### src/rtl/uart_port_switch_pkg.sv
// Shared types and constants for the CPLD UART channel switch controller.
package uart_switch_pkg;

  typedef enum logic [2:0] {
    ST_IDLE   = 3'd0,
    ST_DRAIN  = 3'd1,
    ST_SWITCH = 3'd2,
    ST_SETTLE = 3'd3,
    ST_DONE   = 3'd4
  } uart_sw_state_t;

  localparam logic UART_CH1 = 1'b0;
  localparam logic UART_CH2 = 1'b1;

  // Serial lines are held at mark (1) while the CPLD path is being reconfigured.
  function automatic logic line_forced(input uart_sw_state_t s);
    return (s == ST_SWITCH) || (s == ST_SETTLE);
  endfunction

  function automatic logic hold_active(input uart_sw_state_t s);
    return (s == ST_DRAIN) || (s == ST_SWITCH) || (s == ST_SETTLE);
  endfunction

endpackage

### src/rtl/uart_port_switch_sync2.sv
// Two-flop bit synchronizer with a configurable reset level.
module sync2 #(
  parameter logic RST_VAL = 1'b1
) (
  input  logic clk,
  input  logic rst,
  input  logic d,
  output logic q
);

  logic meta_r;

  // Two-stage capture of the asynchronous input.
  always_ff @(posedge clk or posedge rst) begin
    if (rst) begin
      meta_r <= RST_VAL;
      q      <= RST_VAL;
    end else begin
      meta_r <= d;
      q      <= meta_r;
    end
  end

endmodule

### src/rtl/uart_port_switch.sv
// Drives the CPLD UART select line; drains both directions to idle, switches,
// and holds the lines at mark while the new path settles.
module uart_port_switch
  import uart_switch_pkg::*;
#(
  parameter int IDLE_CYCLES   = 1736,
  parameter int SETTLE_CYCLES = 16,
  parameter int CNT_W = $clog2(IDLE_CYCLES > SETTLE_CYCLES ? IDLE_CYCLES : SETTLE_CYCLES) + 1
) (
  input  logic clk,
  input  logic rst,
  input  logic req_valid,
  input  logic req_sel,
  output logic req_ready,
  output logic done,
  output logic busy,
  output logic tx_hold,
  input  logic uart_tx_in,
  output logic uart_tx_out,
  input  logic uart_rx_in,
  output logic uart_rx_out,
  output logic sel_out
);

  localparam logic [CNT_W-1:0] IDLE_LAST   = CNT_W'(IDLE_CYCLES);
  localparam logic [CNT_W-1:0] SETTLE_LAST = CNT_W'(SETTLE_CYCLES);

  uart_sw_state_t   state_r;
  uart_sw_state_t   state_next_s;
  logic [CNT_W-1:0] cnt_r;
  logic [CNT_W-1:0] cnt_next_s;
  logic [CNT_W-1:0] cnt_inc_s;
  logic             sel_pend_r;
  logic             force_r;
  logic             rx_sync_s;
  logic             accept_s;
  logic             lines_idle_s;

  sync2 #(.RST_VAL(1'b1)) u_rx_sync (
    .clk (clk),
    .rst (rst),
    .d   (uart_rx_in),
    .q   (rx_sync_s)
  );

  assign accept_s     = req_valid & req_ready;
  assign lines_idle_s = uart_tx_out & rx_sync_s;
  assign cnt_inc_s    = cnt_r + {{(CNT_W-1){1'b0}}, 1'b1};
  // Both operands are flops; the force flag pins the synchronized RX at mark.
  assign uart_rx_out  = rx_sync_s | force_r;

  // Next-state and shared counter update.
  always_comb begin
    state_next_s = state_r;
    cnt_next_s   = cnt_r;
    case (state_r)
      ST_IDLE: begin
        if (accept_s) begin
          if (req_sel == sel_out) begin
            state_next_s = ST_DONE;
          end else begin
            state_next_s = ST_DRAIN;
            cnt_next_s   = '0;
          end
        end else begin
          state_next_s = ST_IDLE;
        end
      end
      ST_DRAIN: begin
        if (!lines_idle_s) begin
          cnt_next_s = '0;
        end else if (cnt_inc_s == IDLE_LAST) begin
          state_next_s = ST_SWITCH;
          cnt_next_s   = '0;
        end else begin
          cnt_next_s = cnt_inc_s;
        end
      end
      ST_SWITCH: begin
        state_next_s = ST_SETTLE;
        cnt_next_s   = '0;
      end
      ST_SETTLE: begin
        if (cnt_inc_s == SETTLE_LAST) begin
          state_next_s = ST_DONE;
          cnt_next_s   = '0;
        end else begin
          cnt_next_s = cnt_inc_s;
        end
      end
      ST_DONE: begin
        state_next_s = ST_IDLE;
      end
      default: begin
        state_next_s = ST_IDLE;
        cnt_next_s   = '0;
      end
    endcase
  end

  // State, counter and all outputs are registered from the next state.
  always_ff @(posedge clk or posedge rst) begin
    if (rst) begin
      state_r     <= ST_IDLE;
      cnt_r       <= '0;
      sel_pend_r  <= UART_CH1;
      sel_out     <= UART_CH1;
      uart_tx_out <= 1'b1;
      force_r     <= 1'b0;
      done        <= 1'b0;
      busy        <= 1'b0;
      tx_hold     <= 1'b0;
      req_ready   <= 1'b1;
    end else begin
      state_r     <= state_next_s;
      cnt_r       <= cnt_next_s;
      sel_pend_r  <= accept_s ? req_sel : sel_pend_r;
      sel_out     <= (state_r == ST_SWITCH) ? sel_pend_r : sel_out;
      uart_tx_out <= line_forced(state_next_s) ? 1'b1 : uart_tx_in;
      force_r     <= line_forced(state_next_s);
      done        <= (state_next_s == ST_DONE);
      busy        <= (state_next_s != ST_IDLE);
      tx_hold     <= hold_active(state_next_s);
      req_ready   <= (state_next_s == ST_IDLE);
    end
  end

endmodule
### config.mk
export PLATFORM = sky130hd
export DESIGN_NAME = uart_port_switch
export DESIGN_NICKNAME = d
export VERILOG_FILES = /design/src/rtl/uart_port_switch_pkg.sv /design/src/rtl/uart_port_switch_sync2.sv /design/src/rtl/uart_port_switch.sv
export SDC_FILE = /design/constraint.sdc
export NUM_CORES = 1
export LEC_CHECK = 0
export CAP_MARGIN = 30
export CORE_ASPECT_RATIO = 0.5
export CORE_UTILIZATION = 40
export DETAILED_ROUTE_END_ITERATION = 6
export GPL_ROUTABILITY_DRIVEN = 0
export PLACE_DENSITY_LB_ADDON = 0.3
export SETUP_SLACK_MARGIN = 0.15
export SLEW_MARGIN = 5
export SYNTH_ARGS = -nofsm -noshare
export SYNTH_HDL_FRONTEND = slang
export SYNTH_SLANG_ARGS = --single-unit
### constraint.sdc
create_clock -name clk -period 5.7 [get_ports clk]
set_input_delay 1.14 -clock clk [delete_from_list [all_inputs] [get_ports clk]]
set_output_delay 1.14 -clock clk [all_outputs]
set_load 0.01 [all_outputs]
==> impl_metrics.py, run 1 <==
metrics = {
    "final_layout": {
        "diodes": 0,
        "n_fill_cell": 373,
        "design_area_um2": 1830,
        "share_of_post_route_cells_with_drive_strength_above_1": 0.113,
        "most_common_library_cell_in_the_layout_ignoring_fill_and_taps": "sky130_fd_sc_hd__dfrtp_1",
        "areaGrowthSynthToFinish_pct": 11.3,
        "design.final.nets": 203,
        "final_cell_count_no_fill": 249,
        "final_cell_mix": "sky130_fd_sc_hd__dfrtp_1 (21), sky130_fd_sc_hd__nand2_1 (20), sky130_fd_sc_hd__nor2_1 (20), sky130_fd_sc_hd__clkdlybuf4s50_1 (12), sky130_fd_sc_hd__nor3_1 (9)",
        "fin_util": 0.467,
    },
    "clock_network": {
        "tritoncts_num_sinks": 25,
        "max_buffers_root_to_sink": 2,
        "clkSlewWorstSetupHoldPaths_ns": 0.10,
        "clock_insertion_delay_worst_skew_ns": 0.28,
        "clockRootBuffer": "sky130_fd_sc_hd__clkbuf_8",
        "cts_hold_buffers": 0,
        "cts_tree": "yes",
        "post_cts_resize_count": 0,
        "postCtsSetupBuffers": 0,
        "cts-buffers-inserted": 3,
        "htree_num_levels": 1,
    },
    "worst_setup_path": {
        "cp-end-kind": "flip-flop",
        "worst_path_largest_cell_delay_ns": 0.51,
        "cp_data_required_time_ns": 5.86,
        "critical_path.slowest_cell": "sky130_fd_sc_hd__dfrtp_1",
        "path_class": "flip-flop to flip-flop",
        "critPathArrivalTime_ns": 2.93,
        "worst_r2r_endpoint": "cnt_r[3]",
        "rrSetupSlack_ns": 2.93,
        "crit_fanout": 10,
        "worstPathCellList": "ha_1 > nand4_4 > nor2_1 > nand2_1 > o21ai_0 > a31oi_4 > nor2_2 > o211ai_1",
        "timing.reg2reg.worst_path_depth": 8,
        "startpoint_type": "flip-flop",
        "r2r-start": "cnt_r[0]",
    },
    "sta": {
        "slew_viol_final": 0,
        "timing.final.hold_violations": 0,
        "timing.max_slew.rel_slack": 0.590,
        "skew_ns": 0.00756,
        "fin_hold_ws_ns": 0.361,
        "grt_setup_unrepaired": "false",
        "setup-violations-final": 0,
        "finalCritPeriodShare": 0.485,
        "max_slew.worst_pin.slew_ns": 0.608,
        "fmax_ghz": 0.362,
        "post-route-min-period_ns": 2.77,
        "finalSetupTns_ns": 0,
    },
    "grt": {
        "grt_antenna_before_repair": 0,
        "number_of_global_route_vias_before_repair": 1070,
        "global_route_wire_length_before_repair_mm": 5.46,
        "globalRoute.totalOverflow": 0,
        "grt_start_max_net_pins": 18,
        "all_layer_gr_usage": 0.167,
    },
    "power_and_ir_drop": {
        "power_leakage_nw": 0.732,
        "clockPowerShare": 0.244,
        "power-per-cell-area_nw_per_um2": 262,
        "vdd_ir_drop_max_mv": 0.170,
        "switching_share": 0.344,
        "cell_internal_power_dissipation_mw": 0.315,
        "power.net_switching_mw": 0.165,
        "p_comb_frac": 0.263,
        "seq_power_share": 0.494,
    },
    "synthesis": {
        "seq_total_area_yosys": 0.383,
        "synthArstFlopShare": 1.00,
        "synth_top_area_share": 0.319,
        "post_synth_cell_types": 50,
        "area_of_the_mapped_netlist_um2": 1650,
        "adder_cell_share_of_the_synthesized_area": 0.00760,
        "synth-warning-count": 0,
        "syn-mean-instance-area_um2": 8.61,
        "synthXorXnorAreaFrac": 0.0160,
        "synth_largest_area_cell": "sky130_fd_sc_hd__dfrtp_1",
        "synth-compound-area-share": 0.206,
        "synth_simple_gate_area_frac": 0.300,
        "synth_area_leaders": "sky130_fd_sc_hd__dfrtp_1 (32%), sky130_fd_sc_hd__dfstp_2 (6.4%), sky130_fd_sc_hd__nand2_1 (4.6%), sky130_fd_sc_hd__nor2_1 (4.6%), sky130_fd_sc_hd__nand4_1 (3.0%)",
        "synth-main-ff-cell": "sky130_fd_sc_hd__dfrtp_1",
        "netlist_instances": 191,
        "synth-seq-cells": 25,
        "synth_top_family_by_area": "simple AND/OR/NAND/NOR gates",
        "synth_edf_count": 0,
        "syn_nets": 198,
        "mux_cell_area_share_after_synthesis": 0.0198,
    },
    "detailed_routing": {
        "route.detailed.vias_per_inst": 5.43,
        "drc": 0,
        "ant_nets": 0,
        "detail_route.wirelength_mm": 3.41,
        "num_vias": 1351,
        "detailedRoute.firstIterationViolations": 163,
        "wire_per_inst_um": 13.7,
        "first_pass_iters": 4,
    },
    "placed_design": {
        "hpwlAfterDp_mm": 2.47,
        "placed_area_um2": 1780,
        "place.port_buffers": 12,
        "dpl.cell_count": 245,
    },
    "hold_path": {
        "hold_path.startpoint": "u_rx_sync.meta_r",
        "min_delay_path_class": "flip-flop to flip-flop",
        "holdPathStages": 0,
        "timing.hold.worst_endpoint": "u_rx_sync.q",
    },
    "floorplanning": {
        "fp.coreArea_um2": 3920,
        "die-area_um2": 4390,
        "io_pins": 13,
        "initial_utilization": 0.419,
        "rows": 16,
        "die_y_um": 47.4,
        "dieWidth_um": 92.7,
    },
    "run_status": {
        "status": "complete, no violations",
    },
    "job": {
        "max_cap_violations": 0,
    },
}
-- critical path, delay by kind of cell (launching register included) --
family	cells	cell delay [ns]
compound gates	3	0.93
fa+ha+maj	1	0.46
flops	1	0.51
simple gates	4	0.75
-- power groups by stage --
stage	sequential, mW	clock, mW	combinational (mW)
2_1_floorplan	0.234	0	0.0872
3_3_place_gp	0.241	0	0.123
3_5_place_dp	0.241	0	0.127
4_1_cts	0.237	0.120	0.128
5_1_grt	0.245	0.128	0.142
6_report	0.237	0.117	0.126
-- kinds of logic after synthesis --
logic type / Yosys count
buffers and inverters: 21
flip-flops: 25
XOR/XNOR: 3
multiplexers: 3
AND/OR/NAND/NOR: 93
AO/OA/AOI/OAI: 45
adder cells (fa/ha/maj): 1
-- registers in the layout (all words and copies together), names as in the netlist --
name,flops
req_ready,1
sel_pend_r,1
force_r,1
tx_hold,1
u_rx_sync.meta_r,1
sel_out,1
busy,1
u_rx_sync.q,1
state_r,3
uart_tx_out,1
done,1
cnt_r,12
-- worst max-delay path by stage --
stage	from	end	slack [ns]	cells past startpoint
floorplan	req_sel	cnt_r[10]	3.54	6
global placement	req_sel	cnt_r[7]	2.76	7
detailed placement	req_sel	cnt_r[7]	2.67	7
CTS	req_sel	cnt_r[7]	2.95	7
global route	cnt_r[0]	cnt_r[4]	2.71	8
finish	cnt_r[0]	cnt_r[3]	2.93	8
-- synthesized netlist by cell type, types with 2 or more instances --
master,instances
sky130_fd_sc_hd__xnor2_1,2
sky130_fd_sc_hd__nor2_1,20
sky130_fd_sc_hd__nor4_1,2
sky130_fd_sc_hd__nand2_1,20
sky130_fd_sc_hd__nor3_1,9
sky130_fd_sc_hd__buf_2,7
sky130_fd_sc_hd__a311oi_1,2
sky130_fd_sc_hd__o211ai_1,2
sky130_fd_sc_hd__buf_6,2
sky130_fd_sc_hd__nand3_1,8
sky130_fd_sc_hd__nand4_1,8
sky130_fd_sc_hd__o21ai_0,6
sky130_fd_sc_hd__a31oi_4,2
sky130_fd_sc_hd__o22ai_1,5
sky130_fd_sc_hd__nand2b_1,2
sky130_fd_sc_hd__buf_4,2
sky130_fd_sc_hd__a21oi_1,7
sky130_fd_sc_hd__or2b_1,2
sky130_fd_sc_hd__mux2_2,2
sky130_fd_sc_hd__nor2b_1,7
sky130_fd_sc_hd__inv_1,8
sky130_fd_sc_hd__o21ai_1,8
sky130_fd_sc_hd__clkbuf_1,2
sky130_fd_sc_hd__o32ai_1,2
sky130_fd_sc_hd__dfrtp_1,21
sky130_fd_sc_hd__or3_1,4
sky130_fd_sc_hd__a21o_1,2
sky130_fd_sc_hd__dfstp_2,4
sky130_fd_sc_hd__and2_1,2
-- metal layers --
metal | wire (µm) | vias up | track usage
li1 | - | 694 | -
met1 | 1660 | 624 | 0.234
met4 | 40 | 0 | 0.0462
met5 | 0 | - | 0
met3 | 131 | 4 | 0.0437
met2 | 1580 | 29 | 0.259
-- area by class of cell --
| class | instances | area (µm²) | share of cell area |
|---|---|---|---|
| clock buffer | 3 | 41.3 | 0.0226 |
| inverter | 8 | 30.0 | 0.0164 |
| tap | 54 | 67.6 | 0.0369 |
| multi-input combinational | 145 | 905 | 0.494 |
| timing repair buffer | 13 | 148 | 0.0807 |
| clock inverter | 1 | 8.76 | 0.00478 |
| sequential | 25 | 631 | 0.344 |
-- stage by stage --
stage	total power [mW]	setup slack (ns)
final	0.480	2.93
after global routing	0.514	2.71
after CTS	0.486	2.95
after detailed placement	0.368	2.67
after global placement	0.364	2.76
after floorplan	0.321	3.54
Power figures use the tool's default switching activity.
==> run 2: changes to the inputs <==
==> constraint.sdc (replaced) <==
create_clock -name clk -period 2.5 [get_ports clk]
set_input_delay 0.5 -clock clk [delete_from_list [all_inputs] [get_ports clk]]
set_output_delay 0.5 -clock clk [all_outputs]
set_load 0.01 [all_outputs]
==> impl_metrics.py, run 2 (synthesis results as in run 1) <==
metrics = {
    "power_and_ir_drop": {
        "post-layout-total-power_mw": 1.12,
        "power-per-cell-area_nw_per_um2": 589,
        "vdd_ir_drop_max_mv": 0.336,
        "power_leakage_nw": 0.765,
    },
    "grt": {
        "global_route_wire_length_before_repair_mm": 6.00,
        "grt_start_max_net_pins": 26,
        "globalRoute.totalOverflow": 0,
        "number_of_global_route_vias_before_repair": 1295,
        "grt_antenna_before_repair": 0,
        "all_layer_gr_usage": 0.180,
    },
    "clock_network": {
        "cts_tree": "yes",
        "cts-buffers-inserted": 3,
        "cts_hold_buffers": 0,
        "clock_insertion_delay_worst_skew_ns": 0.27,
        "clockRootBuffer": "sky130_fd_sc_hd__clkbuf_8",
        "max_buffers_root_to_sink": 2,
        "clkSlewWorstSetupHoldPaths_ns": 0.09,
        "htree_num_levels": 1,
        "tritoncts_num_sinks": 25,
    },
    "floorplanning": {
        "rows": 16,
        "dieWidth_um": 92.7,
        "fp.coreArea_um2": 3920,
        "initial_utilization": 0.419,
        "die_y_um": 47.4,
        "die-area_um2": 4390,
        "io_pins": 13,
    },
    "worst_setup_path": {
        "path_class": "flip-flop to flip-flop",
        "startpoint_type": "flip-flop",
        "cp-end-kind": "flip-flop",
        "cp_data_required_time_ns": 2.68,
        "crit_fanout": 12,
        "critPathArrivalTime_ns": 2.37,
    },
    "detailed_routing": {
        "drc": 0,
        "route.detailed.vias_per_inst": 5.48,
        "detailedRoute.firstIterationViolations": 85,
        "wire_per_inst_um": 13.6,
        "detail_route.wirelength_mm": 3.51,
        "first_pass_iters": 4,
        "ant_nets": 0,
        "num_vias": 1414,
    },
    "final_layout": {
        "max_reg_flops": 12,
        "areaGrowthSynthToFinish_pct": 15.4,
        "share_of_post_route_cells_with_drive_strength_above_1": 0.176,
        "largest_register": "cnt_r",
        "final_cell_mix": "sky130_fd_sc_hd__nand2_1 (20), sky130_fd_sc_hd__nor2_1 (20), sky130_fd_sc_hd__dfrtp_1 (19), sky130_fd_sc_hd__clkdlybuf4s50_1 (12), sky130_fd_sc_hd__buf_4 (10)",
        "diodes": 0,
        "area_occupied_by_registers_um2": 633,
        "n_fill_cell": 388,
        "biggestRegsByFlops": "cnt_r (12), state_r (3)",
        "design.final.nets": 212,
        "multiInputGateArea_um2": 926,
    },
    "placed_design": {
        "place.port_buffers": 12,
        "hpwlAfterDp_mm": 2.58,
        "pre_cts_ws_ns": 0.129,
    },
    "sta": {
        "timing.max_slew.rel_slack": 0.750,
        "setup-violations-final": 0,
        "timing.final.hold_violations": 0,
        "fin_hold_ws_ns": 0.358,
        "max_slew.worst_pin.slew_ns": 0.372,
        "grt_setup_unrepaired": "false",
        "slew_viol_final": 0,
        "finalCritPeriodShare": 0.875,
        "fin_ws_ns": 0.312,
        "fmax_ghz": 0.457,
        "post-route-min-period_ns": 2.19,
        "finalSetupTns_ns": 0,
        "skew_ns": 0.00791,
    },
    "run_status": {
        "status": "complete, no violations",
    },
    "hold_path": {
        "min_delay_path_class": "flip-flop to flip-flop",
    },
    "job": {
        "max_cap_violations": 0,
    },
}
-- run 2: path summary, 6_finish.rpt --
check | from | endpoint | slack (ns) | cells past startpoint
min in group asynchronous | rst | cnt_r[5] | 0.56 | 3
max | cnt_r[2] | cnt_r[7] | 0.31 | 8
min reg2reg | u_rx_sync.meta_r | u_rx_sync.q | 0.36 | 0
max in group asynchronous | rst | req_ready | 1.64 | 3
max reg2reg | cnt_r[2] | cnt_r[7] | 0.31 | 8
min | u_rx_sync.meta_r | u_rx_sync.q | 0.36 | 0
-- run 2: power by group --
part / leakage, nW / switching, mW / internal (mW)
combinational: 0.418 / 0.189 / 0.152
clock: 0.0255 / 0.132 / 0.112
sequential: 0.321 / 0.0595 / 0.475
-- run 2: critical path: stages, from the launching register on --
cell and delay [ns]:
sky130_fd_sc_hd__dfrtp_1 0.51, sky130_fd_sc_hd__buf_4 0.20, sky130_fd_sc_hd__and3_4 0.21, sky130_fd_sc_hd__a311oi_1 0.09, sky130_fd_sc_hd__o32ai_1 0.36, sky130_fd_sc_hd__o21bai_4 0.21
sky130_fd_sc_hd__o21a_4 0.24, sky130_fd_sc_hd__nor2_2 0.08, sky130_fd_sc_hd__o31ai_2 0.18
-- run 2: repair_timing --
item                       in CTS  in global routing
setup endpoints to repair       4                 18
buffers inserted                0                  2
cloned                          0                  0
pin swaps                       0                  1
resized for setup               1                  5
-- run 2: metal layers --
metal,part of all wire,global-route usage
met1,0.48,0.230
met2,0.47,0.316
met3,0.041,0.0469
met4,0.015,0.0492
met5,0,0
-- run 2: stage by stage --
stage,std cells,util,area (µm²)
floorplan,191,-,1650
global placement,252,0.462,1810
detailed placement,252,0.462,1810
CTS,256,0.474,1860
global route,258,0.484,1900
finish,258,0.484,1900
-- run 2: area by class of cell --
| cell class | instances | area share |
|---|---|---|
| multi-input combinational | 145 | 0.488 |
| sequential | 25 | 0.334 |
| timing repair buffer | 22 | 0.103 |
| tap | 54 | 0.0356 |
| clock buffer | 3 | 0.0218 |
| inverter | 8 | 0.0158 |
| clock inverter | 1 | 0.00264 |
